[config.mk]
export PLATFORM = sky130hd
export DESIGN_NAME = csi2_vc_demux
export DESIGN_NICKNAME = d
export VERILOG_FILES = /design/src/rtl/csi2_vc_demux.sv
export SDC_FILE = /design/constraint.sdc
export NUM_CORES = 1
export LEC_CHECK = 0
export CORE_ASPECT_RATIO = 1.75
export CORE_MARGIN = 1
export CORE_UTILIZATION = 30
export CTS_CLUSTER_DIAMETER = 120
export DETAILED_ROUTE_END_ITERATION = 8
export GPL_ROUTABILITY_DRIVEN = 0
export PLACE_DENSITY_LB_ADDON = 0.3
export SLEW_MARGIN = 0
export SYNTH_ARGS = -nofsm -noshare
export SYNTH_HDL_FRONTEND = slang
export SYNTH_SLANG_ARGS = --single-unit
[constraint.sdc]
create_clock -name clk_i -period 3 [get_ports clk_i]
set_input_delay 0.45 -clock clk_i [delete_from_list [all_inputs] [get_ports clk_i]]
set_output_delay 0.45 -clock clk_i [all_outputs]
set_load 0.01 [all_outputs]
[src/rtl/csi2_vc_demux.sv]
// CSI-2 packet demultiplexer: parses packet headers, tracks frame starts per
// virtual channel and routes long-packet payload to per-VC AXI4-stream outputs.
//
// state     | meaning
// S_HDR     | waiting for a packet header word
// S_PAYLOAD | forwarding payload words of a long packet to its VC output
// S_TAIL    | discarding CRC-only words up to the end of the packet
// S_DISCARD | dropping a long packet addressed to a VC without an output
`timescale 1ns/1ps
module csi2_vc_demux #(
   parameter int VC_AMOUNT = 4,
   parameter int STRIP_CRC = 1
) (
   input  logic                       clk_i,
   input  logic                       rst_n_i,
   input  logic [31:0]                pkt_tdata_i,
   input  logic                       pkt_tvalid_i,
   input  logic                       pkt_tlast_i,
   output logic                       pkt_tready_o,
   output logic [VC_AMOUNT-1:0][31:0] vc_tdata_o,
   output logic [VC_AMOUNT-1:0][3:0]  vc_tstrb_o,
   output logic [VC_AMOUNT-1:0]       vc_tvalid_o,
   output logic [VC_AMOUNT-1:0]       vc_tlast_o,
   output logic [VC_AMOUNT-1:0]       vc_tuser_o,
   input  logic [VC_AMOUNT-1:0]       vc_tready_i,
   output logic                       len_err_o,
   output logic                       drop_o
);
   typedef enum logic [1:0] {S_HDR, S_PAYLOAD, S_TAIL, S_DISCARD} state_t;

   state_t               state_q, state_d;
   logic [1:0]           vc_q, vc_d;
   logic [16:0]          rem_q, rem_d;
   logic                 tail_ok_q, tail_ok_d;
   logic                 tail_err_q, tail_err_d;
   logic [VC_AMOUNT-1:0] sof_pend_q, sof_pend_d;
   logic                 len_err_q, len_err_d;
   logic                 drop_q, drop_d;

   logic [VC_AMOUNT-1:0][31:0] data_q;
   logic [VC_AMOUNT-1:0][3:0]  strb_q;
   logic [VC_AMOUNT-1:0]       valid_q, last_q, user_q;
   logic [VC_AMOUNT-1:0]       load;
   logic [3:0]                 strb_new;
   logic                       last_new, user_new;

   logic        sel_valid, sel_ready, hs;
   logic [1:0]  hdr_vc;
   logic [5:0]  hdr_dt;
   logic [15:0] hdr_wc;
   logic [16:0] hdr_rem, rem_step, rem_next;
   logic        hdr_in_range, hdr_tail_ok;

   assign hdr_vc       = pkt_tdata_i[7:6];
   assign hdr_dt       = pkt_tdata_i[5:0];
   assign hdr_wc       = pkt_tdata_i[23:8];
   assign hdr_rem      = (STRIP_CRC != 0) ? {1'b0, hdr_wc} : {1'b0, hdr_wc} + 17'd2;
   assign hdr_in_range = ({30'd0, hdr_vc} < 32'(VC_AMOUNT));
   // With CRC stripped, the two CRC bytes spill into a word of their own when WC mod 4 is 0 or 3.
   assign hdr_tail_ok  = (STRIP_CRC != 0) && ((hdr_wc[1:0] == 2'd0) || (hdr_wc[1:0] == 2'd3));

   assign rem_step = (rem_q >= 17'd4) ? 17'd4 : rem_q;
   assign rem_next = rem_q - rem_step;
   assign strb_new = (rem_q >= 17'd4) ? 4'hF : 4'((5'd1 << rem_q[1:0]) - 5'd1);

   always_comb begin
      sel_valid = 1'b0;
      sel_ready = 1'b0;
      for (int v = 0; v < VC_AMOUNT; v++) begin
         if (vc_q == 2'(v)) begin
            sel_valid = valid_q[v];
            sel_ready = vc_tready_i[v];
         end
      end
   end

   assign pkt_tready_o = (state_q == S_PAYLOAD) ? (!sel_valid || sel_ready) : 1'b1;
   assign hs           = pkt_tvalid_i && pkt_tready_o;

   always_comb begin
      state_d    = state_q;
      vc_d       = vc_q;
      rem_d      = rem_q;
      tail_ok_d  = tail_ok_q;
      tail_err_d = tail_err_q;
      sof_pend_d = sof_pend_q;
      len_err_d  = 1'b0;
      drop_d     = 1'b0;
      load       = '0;
      last_new   = 1'b0;
      user_new   = 1'b0;
      case (state_q)
         S_HDR: begin
            if (hs) begin
               vc_d       = hdr_vc;
               rem_d      = hdr_rem;
               tail_ok_d  = hdr_tail_ok;
               tail_err_d = 1'b0;
               if (hdr_dt < 6'h10) begin
                  for (int v = 0; v < VC_AMOUNT; v++) begin
                     if (hdr_vc == 2'(v)) begin
                        if (hdr_dt == 6'h00) sof_pend_d[v] = 1'b1;
                        else if (hdr_dt == 6'h01) sof_pend_d[v] = 1'b0;
                     end
                  end
               end else if (pkt_tlast_i) begin
                  len_err_d = 1'b1;
               end else if (!hdr_in_range) begin
                  drop_d  = 1'b1;
                  state_d = S_DISCARD;
               end else if (hdr_rem == 17'd0) begin
                  state_d = S_TAIL;
               end else begin
                  state_d = S_PAYLOAD;
               end
            end
         end
         S_PAYLOAD: begin
            if (hs) begin
               for (int v = 0; v < VC_AMOUNT; v++) begin
                  if (vc_q == 2'(v)) begin
                     load[v]       = 1'b1;
                     user_new      = sof_pend_q[v];
                     sof_pend_d[v] = 1'b0;
                  end
               end
               rem_d = rem_next;
               if (pkt_tlast_i && (rem_q > 17'd4)) begin
                  last_new  = 1'b1;
                  len_err_d = 1'b1;
                  state_d   = S_HDR;
               end else if (rem_next == 17'd0) begin
                  last_new = 1'b1;
                  state_d  = pkt_tlast_i ? S_HDR : S_TAIL;
               end
            end
         end
         S_TAIL: begin
            if (hs) begin
               if (tail_ok_q) begin
                  tail_ok_d = 1'b0;
               end else if (!tail_err_q) begin
                  len_err_d  = 1'b1;
                  tail_err_d = 1'b1;
               end
               if (pkt_tlast_i) state_d = S_HDR;
            end
         end
         default: begin
            if (hs && pkt_tlast_i) state_d = S_HDR;
         end
      endcase
   end

   always_ff @(posedge clk_i or negedge rst_n_i) begin
      if (!rst_n_i) begin
         state_q    <= S_HDR;
         vc_q       <= '0;
         rem_q      <= '0;
         tail_ok_q  <= 1'b0;
         tail_err_q <= 1'b0;
         sof_pend_q <= '0;
         len_err_q  <= 1'b0;
         drop_q     <= 1'b0;
      end else begin
         state_q    <= state_d;
         vc_q       <= vc_d;
         rem_q      <= rem_d;
         tail_ok_q  <= tail_ok_d;
         tail_err_q <= tail_err_d;
         sof_pend_q <= sof_pend_d;
         len_err_q  <= len_err_d;
         drop_q     <= drop_d;
      end
   end

   always_ff @(posedge clk_i or negedge rst_n_i) begin
      if (!rst_n_i) begin
         data_q  <= '0;
         strb_q  <= '0;
         valid_q <= '0;
         last_q  <= '0;
         user_q  <= '0;
      end else begin
         for (int v = 0; v < VC_AMOUNT; v++) begin
            if (load[v]) begin
               data_q[v]  <= pkt_tdata_i;
               strb_q[v]  <= strb_new;
               valid_q[v] <= 1'b1;
               last_q[v]  <= last_new;
               user_q[v]  <= user_new;
            end else if (vc_tready_i[v]) begin
               valid_q[v] <= 1'b0;
            end
         end
      end
   end

   assign vc_tdata_o  = data_q;
   assign vc_tstrb_o  = strb_q;
   assign vc_tvalid_o = valid_q;
   assign vc_tlast_o  = last_q;
   assign vc_tuser_o  = user_q;
   assign len_err_o   = len_err_q;
   assign drop_o      = drop_q;

endmodule

# --- Word level (Yosys, flattened, before mapping) ---
# Cells that the tools add are included.
# Widths: inputs -> output; s select.
word_totals:
  wordCells: 172
  mem_count: 0
  rom_bits: 0
  latch_bits: 0
  register_bits: 184
  ramBits: 0
  inputBits: 40
op_classes:
  eq_ne: 28
  multipliers: 0
  shifts: 1
  div_mod_pow: 0
  addsub: 2
  n_mux: 79
  magnitude_cmp: 3
  reduce_logical: 29
  n_bitwise: 0
op_table:
  columns: ["op", "n"]
  rows:
  - ["$mux 1", 53]
  - ["$mux 17", 3]
  - ["$logic_not 17->1", 2]
  - ["$pmux 17 s2", 1]
  - ["$ne 2x2->1 const B", 16]
  - ["$reduce_and 7->1", 4]
  - ["$mux 4", 6]
  - ["$mux 2", 11]
  - ["$ge 17x3->1 const B", 1]
  - ["$gt 17x3->1 const B", 1]
  - ["$sub 17x17->17", 1]
  - ["$eq 2x2->1 const B", 6]
  - ["$reduce_bool 2->1", 6]
  - ["$logic_not 2->1", 4]
  - ["$pmux 4 s2", 1]
  - ["$reduce_and 8->1", 1]
  - ["$eq 2x1->1 const B", 3]
  - ["$eq 6x1->1 const B", 1]
  - ["$logic_not 6->1", 1]
  - ["$lt 6x5->1 const B", 1]
  - ["$pmux 2 s3", 1]
  - ["$reduce_and 3->1", 2]
  - ["$pmux 1 s2", 2]
  - ["$reduce_and 4->1", 1]
  - ["10 further kinds", 13]

# --- Logic depth before layout (Yosys ltp) ---
depth:
  word_depth: 12
  depth_mapped: 12

# --- Least setup slack after synthesis ---
# OpenSTA, ideal clock, no wires.
synth_timing:
  kind: "reg-to-reg"
  from: "reg rem_q[14]"
  to: "reg state_q[1]"
  n_path_buf: 1
  required_time_ns: 2.879
  stages_incl_launch_ff: 13
  path_slack_ns: 0.037
  setup_ns: 0.121
  arrival_time_ns: 2.842
  cell_sequence: "dfrtp_1 -> buf_6 -> nor4_4 -> nand4_1 -> nand2_1 -> ha_1 -> nor4b_1 -> nand2_1 -> o221ai_1 -> nand2b_4 -> nor4_4 -> mux2i_1 -> nor2_1"
synth_between:
  elab_chain_cells: 6
synth_lines:
  columns: ["item", "line_no", "text"]
  rows:
  - ["start: declaration", "33", "logic [16:0] rem_q, rem_d;"]
  - ["start signal: assignment", "168", "rem_q <= rem_d;"]
  - ["$ge 17x3->1", "62", "assign rem_step = (rem_q >= 17'd4) ? 17'd4 : rem_q;"]
  - ["$mux 17", "62", null]
  - ["$sub 17x17->17", "63", "assign rem_next = rem_q - rem_step;"]
  - ["$logic_not 17->1", "132", "end else if (rem_next == 17'd0) begin"]
  - ["$ne 3x1->1 (no source line)", null, null]
  - ["$reduce_and 8->1 (no source line)", null, null]
  - ["end signal: assignment", "166", "state_q <= state_d;"]
  - ["end: declaration", "31", "state_t state_q, state_d;"]
# Several ways; a longest one is shown, not always the timed one. The select of a mux whose other input is x is not followed.
# A chain may end at the register's enable or synchronous reset.

# --- Worst setup path in the final report ---
layout_timing:
  from: "reg rem_q[12]"
  to: "reg state_q[1]"
# Same word-level chain as after synthesis.

==> results.txt <==
----------------------------------------------------
[Worst hold path]
  Start point of the worst hold path ... vc_tdata_o[72]
  Cell depth of the worst min-delay path ... 2
  Endpoint of the worst hold-timing path ... vc_tdata_o[72]
  Kind of path behind the tightest hold check ... reg -> reg

[Clocking]
  Setup fix buffers added after clock tree synthesis ... 0
  H-tree depth ... 4
  Later-pin clock latency in the skew report ... 0.46 ns
  Deepest clock path buffer count ... 2
  Root buffer cell ... sky130_fd_sc_hd__clkbuf_16
  CTS Buf Count ... 17
  Clock tree from TritonCTS ... yes
  Clock transition at the registers of the reported paths ... 0.07 ns
  Clk sinks ... 184

[Power and ir drop]
  Leakage power ... 4.817 nW
  Total power draw ... 12.39 mW
  Power density over cell area ... 1105 nW/um^2
  Maximum ir drop on the vdd rail ... 0.5981 mV

[Worst setup path]
  Required time worst endpoint ... 3.35 ns
  Largest stage delay on the critical path ... 0.48 ns
  Kind of cell with the highest combined delay on the critical path ... simple AND/OR/NAND/NOR gates
  Launching element type of the critical path ... flop
  CP arrival ... 3.08 ns
  Capture point of the worst reg-to-reg path ... state_q[1]
  Register-to-Register Setup Slack ... 0.26 ns
  Critical path buffers and inverters ... 1
  Critical R2R Launch ... rem_q[12]
  Maximum fanout along the worst path ... 7
  Critical Path End Type ... flop
  Cell repeated most along the worst path ... sky130_fd_sc_hd__nor4_4
  Cell type of the slowest stage on the worst timing path ... sky130_fd_sc_hd__dfrtp_1
  Critical Path, Cell by Cell ... nor4_4 > nand4_1 > nand2_1 > ha_1 > buf_4 > a21oi_1 > and3_1 > o21ai_2 > xnor2_1 > nor4_4 > mux2i_1 > nor2_1
  Reg2reg path depth ... 12
  Type of the worst setup path ... reg -> reg

[Floorplanning]
  Die X ... 125.8 um
  Starting density of the core ... 0.3075
  Die Footprint ... 27490 um^2
  Site row count ... 78
  Y dimension of the die ... 218.6 um
  I/O Pins ... 199
  Core ar. ... 26160 um^2

[Cells and area]
  Antenna Cells ... 0
  Non-filler instance count after layout ... 1206
  Post-layout utilization of the core ... 0.4286
  Area growth syn-to-layout ... 39.41%
  Nets ... 919
  Ratio of cells with drive above 1 in the final layout ... 0.2449
  Final cell area excluding filler cells ... 11210 um^2
  # fillers ... 2507

[Outcome]
  Outcome ... complete, no violations

[Synthesis]
  Mux contribution to synthesized area ... 0.1775
  Number of warnings printed during yosys synthesis ... 0
  Net Count, Synth ... 708
  Unique cell type count in the Yosys netlist ... 60
  Cell accounting for the most synthesized area ... sky130_fd_sc_hd__dfrtp_1
  Yosys reg bits ... 184
  Top-area cell type share of the netlist area ... 0.5726
  Syn Std Cell Area ... 8041 um^2
  Cells after Synth ... 662
  Synth async-reset ratio ... 1.000
  Post-synth EDFFs ... 0
  Fraction of the mapped netlist area in simple logic gates ... 0.1046
  Main combinational cell family by area after synthesis ... multiplexers
  Adder and majority gate portion of the synthesized area ... 0.009336
  Leading cell types by total area after synthesis ... sky130_fd_sc_hd__dfrtp_1 57%, sky130_fd_sc_hd__mux2_2 17%, sky130_fd_sc_hd__o21ai_0 3.3%
  XOR/XNOR share of the synthesized area ... 0.003267
  Most frequently used flop master after synthesis ... sky130_fd_sc_hd__dfrtp_1
  Sequential element share of the synthesized area ... 0.5726
  Mapped Avg Cell Area ... 12.15 um^2
  Area fraction in compound gates after synthesis ... 0.09569

[Routing]
  Via count ... 6004
  First-pass iteration count of the detailed router ... 4
  Average wire per cell in the routed design ... 19.64 um
  Total Wirelength ... 23690 um
  Initial detailed-routing violation count ... 178
  Count of unresolved DRC violations after routing ... 0
  Drt via density ... 4.978
  Remaining antenna violation count ... 0

[Global route]
  Maximum number of pins on one net before global-route repair ... 73
  Antenna violations before repair ... 0
  Via count of the first global-routing pass ... 6231
  Wire length of the first global-routing pass ... 36870 um
  GRT overflow ... 0
  Total global routing track utilization ... 0.1832

[Placed design]
  Number of buffers inserted by port buffering ... 197
  Number of placed instances, taps included ... 1173
  Placed Instance Area ... 10550 um^2
  Post-DP HPWL ... 16770 um

[Timing]
  Relative slew slack ... 0.5585
  Measured slew at the worst slew-check pin ... 0.6572 ns
  Pins over their slew limit ... 0
  Worst clock skew on the final layout ... 0.007773 ns
  Unrepaired setup endpoints after global routing ... no
  Final worst path period need ... 2.738 ns
  Hold Fails Final Rpt ... 0
  Final worst-path cycle share ... 0.9127
  Total negative slack ... 0 ns
  Number of endpoints failing setup at the final stage ... 0
  Highest attainable clock frequency ... 365.2 MHz

[Run]
  Count of maximum capacitance violations ... 0

----------------------------------------------------
[flip-flops by register name, indices dropped and copies added (netlist names)]
| register | cells |
|---|---|
| tail_ok_q | 1 |
| vc_tstrb_o | 16 |
| tail_err_q | 1 |
| rem_q | 17 |
| vc_tdata_o | 128 |
| vc_tuser_o | 4 |
| state_q | 2 |
| sof_pend_q | 4 |
| vc_tlast_o | 4 |
| vc_tvalid_o | 4 |
| len_err_o | 1 |
| vc_q | 2 |
[final cells by class]
type | count | area (um^2) | area share
clock inverter | 14 | 206.4 | 0.01842
clock buffer | 18 | 439.2 | 0.03917
timing repair buffer | 238 | 2374 | 0.2117
multi-input combinational | 424 | 3157 | 0.2816
sequential | 184 | 4604 | 0.4107
tap | 320 | 400.4 | 0.03571
inverter | 8 | 30.03 | 0.002679
[through the flow]
stage / worst slack, ns / hold slack (ns)
3_5_place_dp: 0.1527 / 0.4565
4_1_cts: 0.1920 / 0.4853
5_1_grt: 0.02293 / 0.4986
3_3_place_gp: 0.1686 / 0.4512
2_1_floorplan: 0.03714 / 0.1544
6_report: 0.2618 / 0.4796
[synthesized netlist by cell type (all sizes together) (5+ instances only)]
cell type,n
nand2,66
dfrtp,184
o21ai,58
inv,8
mux2,123
a21oi,25
o22ai,10
nor4,11
buf,28
nand3,11
nand4,5
nor3,9
and3,6
nor2,24
clkbuf,18
ha,6
or3,8
nand2b,11
[repair_timing]
item,CTS,global route
gates resized for setup,0,1
hold endpoints to repair,52,0
endpoints found under the setup margin,0,2
hold buffers,1,0
[tightest hold or removal path: stages, from the launching register on]
cell                      delay, ns
sky130_fd_sc_hd__dfrtp_1       0.34
sky130_fd_sc_hd__nand2_1       0.04
sky130_fd_sc_hd__o21ai_0       0.06
[cells by family after synthesis]
logic type / count (synthesis)
simple gates: 160
compound gates: 127
fa+ha+maj: 6
xor+xnor: 3
mux: 126
buf+inv: 54
flops: 184
other cells: 2
[where the power goes]
group          internal, mW  total [mW]  switching, mW
clock                  1.44        2.50           1.06
sequential             3.64        4.34          0.698
combinational          3.11        5.55           2.44
[cell usage in the layout, fill, tap and decap left out, drive strengths merged, types with 8 or more instances in the layout]
cell             n
clkdlybuf4s50  196
dfrtp          184
mux2           123
nand2           66
o21ai           58
buf             40
a21oi           25
nor2            24
clkbuf          19
inv             15
nand3           11
nand2b          11
nor4            11
o22ai           10
nor3             9
or3              8
[worst max-delay path by stage]
stage | from | end | cells past startpoint
2_1_floorplan | rem_q[14] | state_q[1] | 12
3_3_place_gp | rem_q[12] | state_q[1] | 12
3_5_place_dp | pkt_tdata_i[4] | sof_pend_q[2] | 7
4_1_cts | rem_q[12] | state_q[1] | 12
5_1_grt | rem_q[12] | state_q[1] | 12
6_report | rem_q[12] | state_q[1] | 12
[metal layers]
layer,vias to the layer above,global-route usage,share of wire,wire (um)
met5,-,0,0,0
met3,45,0.04064,0.041,978
met2,165,0.3444,0.56,13250
met1,3016,0.1874,0.36,8618
met4,0,0.09639,0.036,844
li1,2778,-,-,-
Power figures use the tool's default switching activity.
